==> src/rtl/oled_pkg.sv <==
// Shared SSD1331 constants, FSM state type and the address-window command ROM.
// Consumed by the pixel streamer and its SPI serialiser; no backpressure.
package oled_pkg;

  localparam int OLED_WIDTH  = 96;
  localparam int OLED_HEIGHT = 64;
  localparam int OLED_PIXELS = OLED_WIDTH * OLED_HEIGHT;

  localparam logic [7:0] CMD_SET_COL = 8'h15;
  localparam logic [7:0] CMD_SET_ROW = 8'h75;
  localparam int         CMD_BYTES   = 6;

  typedef enum logic [2:0] {
    ST_IDLE     = 3'd0,
    ST_GAP      = 3'd1,
    ST_CMD      = 3'd2,
    ST_FETCH    = 3'd3,
    ST_SHIFT_HI = 3'd4,
    ST_SHIFT_LO = 3'd5
  } state_e;

  // Full-screen column/row window preamble sent at the start of every frame.
  function automatic logic [7:0] cmd_rom(input logic [2:0] idx, input int width, input int height);
    case (idx)
      3'd0:    return CMD_SET_COL;
      3'd2:    return 8'(width - 1);
      3'd3:    return CMD_SET_ROW;
      3'd5:    return 8'(height - 1);
      default: return 8'h00;
    endcase
  endfunction

endpackage

==> src/rtl/spi_byte_tx.sv <==
// SPI mode-3 byte serialiser: first bit cell starts the cycle after load, 8*SCLK_DIV cycles per byte.
// No backpressure; the caller reloads on done to stream bytes back to back.
module spi_byte_tx #(
  parameter int SCLK_DIV = 4
) (
  input  logic       clk25,
  input  logic       reset,
  input  logic       load,
  input  logic [7:0] byte_dat,
  input  logic       dc_in,
  output logic       sclk,
  output logic       mosi,
  output logic       dc,
  output logic       done
);

  localparam int             PW      = $clog2(SCLK_DIV);
  localparam logic [PW-1:0] PH_LAST = PW'(SCLK_DIV - 1);
  localparam logic [PW-1:0] PH_RISE = PW'(SCLK_DIV / 2);

  logic          active;
  logic [PW-1:0] phase;
  logic [2:0]    bit_cnt;
  logic [7:0]    shreg;

  always_ff @(posedge clk25) begin
    if (reset) begin
      active  <= 1'b0;
      phase   <= '0;
      bit_cnt <= 3'd0;
      shreg   <= 8'h00;
      dc      <= 1'b0;
    end else if (load) begin
      active  <= 1'b1;
      phase   <= '0;
      bit_cnt <= 3'd7;
      shreg   <= byte_dat;
      dc      <= dc_in;
    end else if (active) begin
      if (phase == PH_LAST) begin
        phase <= '0;
        if (bit_cnt == 3'd0) begin
          active <= 1'b0;
        end else begin
          bit_cnt <= bit_cnt - 3'd1;
          shreg   <= {shreg[6:0], 1'b0};
        end
      end else begin
        phase <= phase + 1'b1;
      end
    end
  end

  // mosi only moves on phase 0, so it is settled two cycles ahead of the rising sclk.
  assign sclk = !active || (phase >= PH_RISE);
  assign mosi = shreg[7];
  assign done = active && (phase == PH_LAST) && (bit_cnt == 3'd0);

endmodule

==> src/rtl/oled_pixel_streamer.sv <==
// Walks the raster, fetches each RGB565 pixel (3-cycle fetch) and streams preamble + pixels to the SSD1331.
// Pixel period 3 + 16*SCLK_DIV cycles; no backpressure, frames always run to completion.
module oled_pixel_streamer
  import oled_pkg::*;
#(
  parameter int WIDTH    = OLED_WIDTH,
  parameter int HEIGHT   = OLED_HEIGHT,
  parameter int SCLK_DIV = 4
) (
  input  logic        clk25,
  input  logic        reset,
  input  logic        enable,
  input  logic [15:0] pixel_data,
  output logic [12:0] pixel_index,
  output logic        cs_n,
  output logic        sclk,
  output logic        mosi,
  output logic        dc,
  output logic        frame_begin,
  output logic        busy
);

  localparam int          PIXELS   = WIDTH * HEIGHT;
  localparam logic [12:0] LAST_IDX = 13'(PIXELS - 1);
  localparam logic [2:0]  LAST_CMD = 3'(CMD_BYTES - 1);

  state_e     state;
  logic [1:0] gap_cnt;
  logic [1:0] fetch_cnt;
  logic [2:0] cmd_idx;
  logic [7:0] pix_lo;
  logic       tx_load;
  logic       tx_done;
  logic       tx_dc;
  logic [7:0] tx_byte;

  // Loads coincide with the previous byte's done so bytes abut with no idle bit cell.
  always_comb begin
    tx_load = 1'b0;
    tx_byte = 8'h00;
    tx_dc   = 1'b0;
    case (state)
      ST_GAP: if (gap_cnt == 2'd3) begin
        tx_load = 1'b1;
        tx_byte = cmd_rom(3'd0, WIDTH, HEIGHT);
      end
      ST_CMD: if (tx_done && cmd_idx != LAST_CMD) begin
        tx_load = 1'b1;
        tx_byte = cmd_rom(cmd_idx + 3'd1, WIDTH, HEIGHT);
      end
      ST_FETCH: if (fetch_cnt == 2'd2) begin
        tx_load = 1'b1;
        tx_byte = pixel_data[15:8];
        tx_dc   = 1'b1;
      end
      ST_SHIFT_HI: if (tx_done) begin
        tx_load = 1'b1;
        tx_byte = pix_lo;
        tx_dc   = 1'b1;
      end
      default: ;
    endcase
  end

  always_ff @(posedge clk25) begin
    if (reset) begin
      state       <= ST_IDLE;
      gap_cnt     <= 2'd0;
      fetch_cnt   <= 2'd0;
      cmd_idx     <= 3'd0;
      pix_lo      <= 8'h00;
      pixel_index <= 13'd0;
      cs_n        <= 1'b1;
      frame_begin <= 1'b0;
    end else begin
      frame_begin <= 1'b0;
      case (state)
        ST_IDLE: if (enable) begin
          state   <= ST_GAP;
          gap_cnt <= 2'd0;
        end
        ST_GAP: begin
          if (gap_cnt == 2'd3) begin
            state   <= ST_CMD;
            cs_n    <= 1'b0;
            cmd_idx <= 3'd0;
          end else begin
            gap_cnt <= gap_cnt + 2'd1;
          end
        end
        ST_CMD: if (tx_done) begin
          if (cmd_idx == LAST_CMD) begin
            state       <= ST_FETCH;
            pixel_index <= 13'd0;
            fetch_cnt   <= 2'd0;
            frame_begin <= 1'b1;
          end else begin
            cmd_idx <= cmd_idx + 3'd1;
          end
        end
        ST_FETCH: begin
          if (fetch_cnt == 2'd2) begin
            pix_lo <= pixel_data[7:0];
            state  <= ST_SHIFT_HI;
          end else begin
            fetch_cnt <= fetch_cnt + 2'd1;
          end
        end
        ST_SHIFT_HI: if (tx_done) state <= ST_SHIFT_LO;
        ST_SHIFT_LO: if (tx_done) begin
          if (pixel_index != LAST_IDX) begin
            pixel_index <= pixel_index + 13'd1;
            fetch_cnt   <= 2'd0;
            state       <= ST_FETCH;
          end else begin
            // enable is only consulted here, so a frame is never cut short.
            cs_n    <= 1'b1;
            gap_cnt <= 2'd0;
            state   <= enable ? ST_GAP : ST_IDLE;
          end
        end
        default: state <= ST_IDLE;
      endcase
    end
  end

  assign busy = (state != ST_IDLE);

  spi_byte_tx #(.SCLK_DIV(SCLK_DIV)) u_tx (
    .clk25    (clk25),
    .reset    (reset),
    .load     (tx_load),
    .byte_dat (tx_byte),
    .dc_in    (tx_dc),
    .sclk     (sclk),
    .mosi     (mosi),
    .dc       (dc),
    .done     (tx_done)
  );

endmodule

==> config.mk <==
export PLATFORM = sky130hd
export DESIGN_NAME = oled_pixel_streamer
export DESIGN_NICKNAME = d
export VERILOG_FILES = /design/src/rtl/oled_pkg.sv /design/src/rtl/spi_byte_tx.sv /design/src/rtl/oled_pixel_streamer.sv
export SDC_FILE = /design/constraint.sdc
export NUM_CORES = 1
export LEC_CHECK = 0
export CORE_ASPECT_RATIO = 1.75
export CORE_MARGIN = 2
export CORE_UTILIZATION = 45
export DETAILED_ROUTE_END_ITERATION = 7
export GPL_ROUTABILITY_DRIVEN = 0
export PLACE_DENSITY = 0.69
export SYNTH_ARGS = -nofsm -noshare
export SYNTH_HDL_FRONTEND = slang
export SYNTH_SLANG_ARGS = --single-unit
==> constraint.sdc <==
create_clock -name clk25 -period 3.58 [get_ports clk25]
set_input_delay 0.358 -clock clk25 [delete_from_list [all_inputs] [get_ports clk25]]
set_output_delay 0.358 -clock clk25 [all_outputs]
set_load 0.005 [all_outputs]
* Word-level counts from Yosys, hierarchy flattened
Cells that the tools add are included.
** Storage, ports and cells
- Register bits :: 48
- Input port bits :: 19
- Output and inout bits :: 19
- Logic and storage cells :: 135
** Operators by class
- Add/sub/neg operators :: 6
- Magnitude comparators :: 1
- Equal/unequal tests :: 27
- Mux-type cells :: 60
- Bitwise gates (word level) :: 2
- Reductions and logical operators :: 26
** Operator list (number)
- $mux W13 :: 4
- $mux W8 :: 6
- $mux W3 :: 14
- $pmux W8 S4 :: 1
- $pmux W7 S4 :: 1
- $ne A2 B2 Y1 const B :: 13
- $pmux W13 S2 :: 1
- $mux W2 :: 11
- $pmux W3 S6 :: 1
- $add A13 B1 Y13 const B :: 1
- $mux W1 :: 13
- $ne A13 B13 Y1 const B :: 1
- $eq A3 B2 Y1 const B :: 4
- $eq A3 B3 Y1 const B :: 4
- $pmux W2 S3 :: 2
- $reduce_and A5 Y1 :: 2
- $reduce_bool A2 Y1 :: 5
- $logic_not A3 Y1 :: 3
- $reduce_bool A3 Y1 :: 3
- $reduce_and A4 Y1 :: 2
- $mux W7 :: 1
- $reduce_and A7 Y1 :: 1
- $add A2 B1 Y2 const B :: 3
- $eq A2 B2 Y1 const B :: 3
- other kinds (18) :: 22

* Logic depth before layout (Yosys ltp)
- Word-level depth :: 8
- Mapped depth :: 10
- Depth with buffers taken out :: 7

* Modules after synthesis
A second synthesis with hierarchy kept.
** Unflattened totals
- Cell total of the unflattened synthesis :: 325
- Area total of the unflattened synthesis :: 2736.4 um^2
** By module, submodules not included
- oled_pixel_streamer :: instances 1, cells an instance 240, area each 1963.1 um^2
- spi_byte_tx :: instances 1, cells an instance 85, area each 773.2 um^2

* Worst setup path after synthesis
Ideal clock, no wire load.
- Path type :: flip-flop to flip-flop
- Start point :: register u_tx.bit_cnt[0]
- End point :: register u_tx.shreg[6]
- Setup time :: 132 ps
- Arrival time :: 1797 ps
- Slack :: 1651 ps
- Stages on the path, launching flop included :: 9
- Cell sequence :: dfxtp_1 > inv_1 > ha_1 > nand2b_1 > and3_1 > clkbuf_1 > mux2_2 > a22oi_1 > a21oi_1
** Between the ends
- Cells in the longest elaborated chain, start to end :: 7
- Elaborated cells on any way between the ends :: 14
** Ends and longest elaborated chain
- start, declared :: line spi_byte_tx.sv:23 : logic [2:0] bit_cnt;
- start signal, assigned :: line spi_byte_tx.sv:45 : bit_cnt <= bit_cnt - 3'd1;
- $logic_not A3 Y1 * :: line spi_byte_tx.sv:42, spi_byte_tx.sv:57
- $logic_and A1 B1 Y1 :: line spi_byte_tx.sv:57 : assign done = active && (phase == PH_LAST) && (bit_cnt == 3'd0);
- $logic_and A1 B1 Y1 :: line oled_pixel_streamer.sv:47 : ST_CMD: if (tx_done && cmd_idx != LAST_CMD) begin
- $mux W1 :: line oled_pixel_streamer.sv:47
- $pmux W1 S4 :: line oled_pixel_streamer.sv:42 : case (state)
- $ne A2 B2 Y1 (no line) or $reduce_bool A2 Y1 (tied branches)
- $reduce_and A3 Y1 (no line)
- end signal, assigned :: line spi_byte_tx.sv:37 : shreg <= byte_dat;
- end signal, assigned :: line spi_byte_tx.sv:46 : shreg <= {shreg[6:0], 1'b0};
- end, declared :: line spi_byte_tx.sv:24 : logic [7:0] shreg;
Mark *: on every way between the ends. The rest lies on a longest branch, timed or not.
A chain may end at the register's enable or synchronous reset.

* Worst setup path in the final report
- Start point :: register state[2]
- End point :: register pixel_index[6]
** Between the ends
- Cells in the longest elaborated chain, start to end :: 3
- Elaborated cells on any way between the ends :: 9
** Ends and longest elaborated chain
- start, declared :: line oled_pixel_streamer.sv:27 : state_e state;
- start signal, assigned :: line oled_pixel_streamer.sv:119 : state <= enable ? ST_GAP : ST_IDLE;
- $eq A3 B3 Y1 or $eq A3 B2 Y1 (tied branches) :: line oled_pixel_streamer.sv:77 : case (state)
- $ne A2 B2 Y1 (no line) or $reduce_bool A2 Y1 (tied branches)
- $reduce_and A5 Y1 (no line)
- end signal, assigned :: line oled_pixel_streamer.sv:112 : pixel_index <= pixel_index + 13'd1;
- end, declared :: line oled_pixel_streamer.sv:14 : output logic [12:0] pixel_index,
Parallel ways exist; a longest one is shown, timed or not.

==> results.yml <==
global_route:
  grt_max_degree: 35
  overflow: 0
  grtUsageTotal_pct: 20.1
  grt_pass1_wl_mm: 10.8
  first_global_vias: 2389
  antenna_found_initial: 0
logic_synthesis:
  yosysUniqueCellTypes: 49
  synth-seq-cells: 48
  synth_edf_count: 0
  ys_warn_count: 0
  synth_top_family_by_area: "simple AND/OR/NAND/NOR gates"
  synth_area_leaders: "dfxtp_1, a21oi_1, ha_1, nand2_1, nand3_1"
  synth_compound_area_share_pct: 21.5
  synth_fa_ha_area_share_pct: 5.64
  ys.flop_type: "dfxtp_1"
  syn_nets: 355
  synth.avg_cell_area_um2: 8.21
  synth_top_area_cell: "dfxtp_1"
  async_reset_ff_share_pct: 0
  synthSimpleGateAreaFrac_pct: 24.0
  synth_cells: 324
  synth_top_area_share_pct: 36.1
  yosysSeqAreaShare_pct: 36.1
  synth-xor-area-share_pct: 1.32
  synthMuxAreaShare_pct: 5.59
  synth_area_mm2: 0.00266
clock_network:
  cts_tree: "done"
  cts_max_level: 2
  clockBufferDepth: 2
  postCtsSetupRepairBufs: 0
  numClockSinks: 48
  numCtsBuffers: 5
  cts_resized: 0
  clk_pin_slew_ps: 90
  cts_root_buffer: "clkbuf_8"
  cts_hold_buf: 0
  clkLatencyLatePin_ps: 300
critical_path:
  arrival_ps: 2580
  cp-start-kind: "flop"
  required_ps: 3810
  end_kind: "flop"
  worstRegToRegCells: 5
  crit_fanout: 23
  r2r_start: "state[2]$_SDFFE_PP0P_"
  r2r_end: "pixel_index[6]$_SDFFE_PP0P_"
  rrSetupSlack_ps: 1230
  criticalPathCategory: "reg -> reg"
drt:
  viasPerCell: 5.77
  drt_wl_total_mm: 6.47
  dr_total_vias: 2476
  ant_nets: 0
  first_iter_violations: 143
  drc: 0
  first_pass_iters: 4
  wire_per_inst_um: 15.1
cells_and_area:
  n_antenna_cell: 0
  final_nets: 381
  final_cell_mix: "dfxtp_1, nand2_1, a21oi_1, clkdlybuf4s50_1, nor2_1"
  layout_commonest_cell: "dfxtp_1"
  final_layout_size_suffix_gt1_share_pct: 5.98
  finalNonFillerCells: 429
  syn_to_final_growth_pct: 18.3
sta:
  maxSlewViolCount: 0
  fmax_mhz: 425
  period_minus_slack_ps: 2350
  slew_headroom_pct: 51.1
  setup_violations: 0
  fin_setup_tns_ps: 0
  skew_ps: 8.03
  rsz0062_at_grt: "no"
  period_share_pct: 65.7
  hold_viol_final: 0
  worst_slew_pin_slew_ps: 734
run:
  drv_cap: 0
floorplan:
  core_area_mm2: 0.00579
  rows: 37
  io_pins: 38
  start_util_pct: 46.0
  fp.dieW_um: 62.1
  die-area_mm2: 0.00657
  die_h_um: 106
power_and_ir_drop:
  powerDensity_mw_per_mm2: 326
  ir_drop_mv: 0.215
  cellLeakagePower_uw: 0.00109
placed_design:
  post-dp-hpwl_mm: 4.73
  io_buffers: 37
  place_inst: 421
run_status:
  status: "finished, final reports clean"
min_path:
  min_delay_path_depth: 2
  hold_path.class: "reg -> reg"
  min_to: "pix_lo[7]$_SDFFE_PP0P_"
  worstHoldStart: "pix_lo[7]$_SDFFE_PP0P_"
==> cell families (layout without fill, tap and decap cells) <==
| kind of cell | count (synthesis) | count (layout) |
|---|---|---|
| buffers and inverters | 33 | 60 |
| xor gates and xnor gates | 4 | 4 |
| AOI/OAI and AO/OA | 91 | 91 |
| and+or+nand+nor | 122 | 122 |
| muxes | 14 | 14 |
| DFF | 48 | 48 |
| adders and majority gates | 12 | 12 |
==> cell usage after synthesis, drive strengths merged, types with 2 or more instances <==
master	count
dfxtp	48
nand2	38
a21oi	37
nor2	21
nand3	16
o21ai	16
ha	12
inv	12
buf	11
clkbuf	10
and3	9
or4	8
mux2	7
mux2i	7
a22oi	6
a221oi	5
o31ai	5
and2	4
nand2b	4
a21o	3
nor2b	3
nor3	3
o211ai	3
o32ai	3
or3	3
a211oi	2
a222oi	2
a22o	2
a32oi	2
nand4	2
nand4b	2
nor3b	2
or4b	2
xnor2	2
xor2	2
==> stage by stage <==
stage | total power [uW] | utilization, % | area (um2) | hold slack (ps) | worst slack, ps
4_1_cts | 1030 | 54.4 | 3150 | 458 | 1240
3_5_place_dp | 651 | 52.6 | 3040 | 446 | 1260
3_3_place_gp | 651 | 52.6 | 3040 | 443 | 1320
6_report | 1030 | 54.4 | 3150 | 459 | 1230
5_1_grt | 1070 | 54.4 | 3150 | 489 | 1030
2_1_floorplan | 617 | - | 2660 | 436 | 1650
==> metal layers <==
| layer | vias up | global-route usage, % | share of wire (%) |
|---|---|---|---|
| met4 | 0 | 8.73 | 2.6 |
| met5 | - | 0 | 0 |
| li1 | 1233 | - | - |
| met3 | 13 | 2.99 | 2.8 |
| met2 | 56 | 39.7 | 55 |
| met1 | 1174 | 20.5 | 39 |
==> worst max-delay path, stage by stage (launching register included) <==
cell     delay [ps]
dfxtp_1         630
and2b_2         280
nand2_2          90
o31a_1          560
or4b_1          580
a21oi_1         150
==> flip-flops by register name, indices dropped and copies added (netlist names) <==
name          count
pix_lo            8
u_tx.shreg        8
cs_n              1
frame_begin       1
u_tx.dc           1
cmd_idx           3
pixel_index      13
gap_cnt           2
state             3
u_tx.active       1
u_tx.bit_cnt      3
fetch_cnt         2
u_tx.phase        2
==> how the worst max path moves through the flow <==
stage / from / end
2_1_floorplan: u_tx.bit_cnt[0]$_SDFFE_PP0P_ / u_tx.shreg[6]$_SDFFE_PP0P_
3_3_place_gp: u_tx.phase[1]$_SDFFE_PP0P_ / pixel_index[6]$_SDFFE_PP0P_
3_5_place_dp: u_tx.phase[1]$_SDFFE_PP0P_ / pixel_index[6]$_SDFFE_PP0P_
4_1_cts: u_tx.phase[1]$_SDFFE_PP0P_ / pixel_index[6]$_SDFFE_PP0P_
5_1_grt: u_tx.phase[1]$_SDFFE_PP0P_ / pixel_index[5]$_SDFFE_PP0P_
6_report: state[2]$_SDFFE_PP0P_ / pixel_index[6]$_SDFFE_PP0P_
==> area by class of cell <==
type,instances,area [um2]
Sequential cell,48,961
Fill cell,564,2640
Inverter,12,45.0
Clock buffer,6,72.6
Tap cell,78,97.6
Multi-Input combinational cell,243,1550
Timing Repair Buffer,40,393
Clock inverter,2,35.0
==> power breakdown <==
group,internal (uW),switching (uW)
registers,539,12.8
clock network,207,179
logic,42.6,45.3
total,789,237
Power figures use the tool's default switching activity.
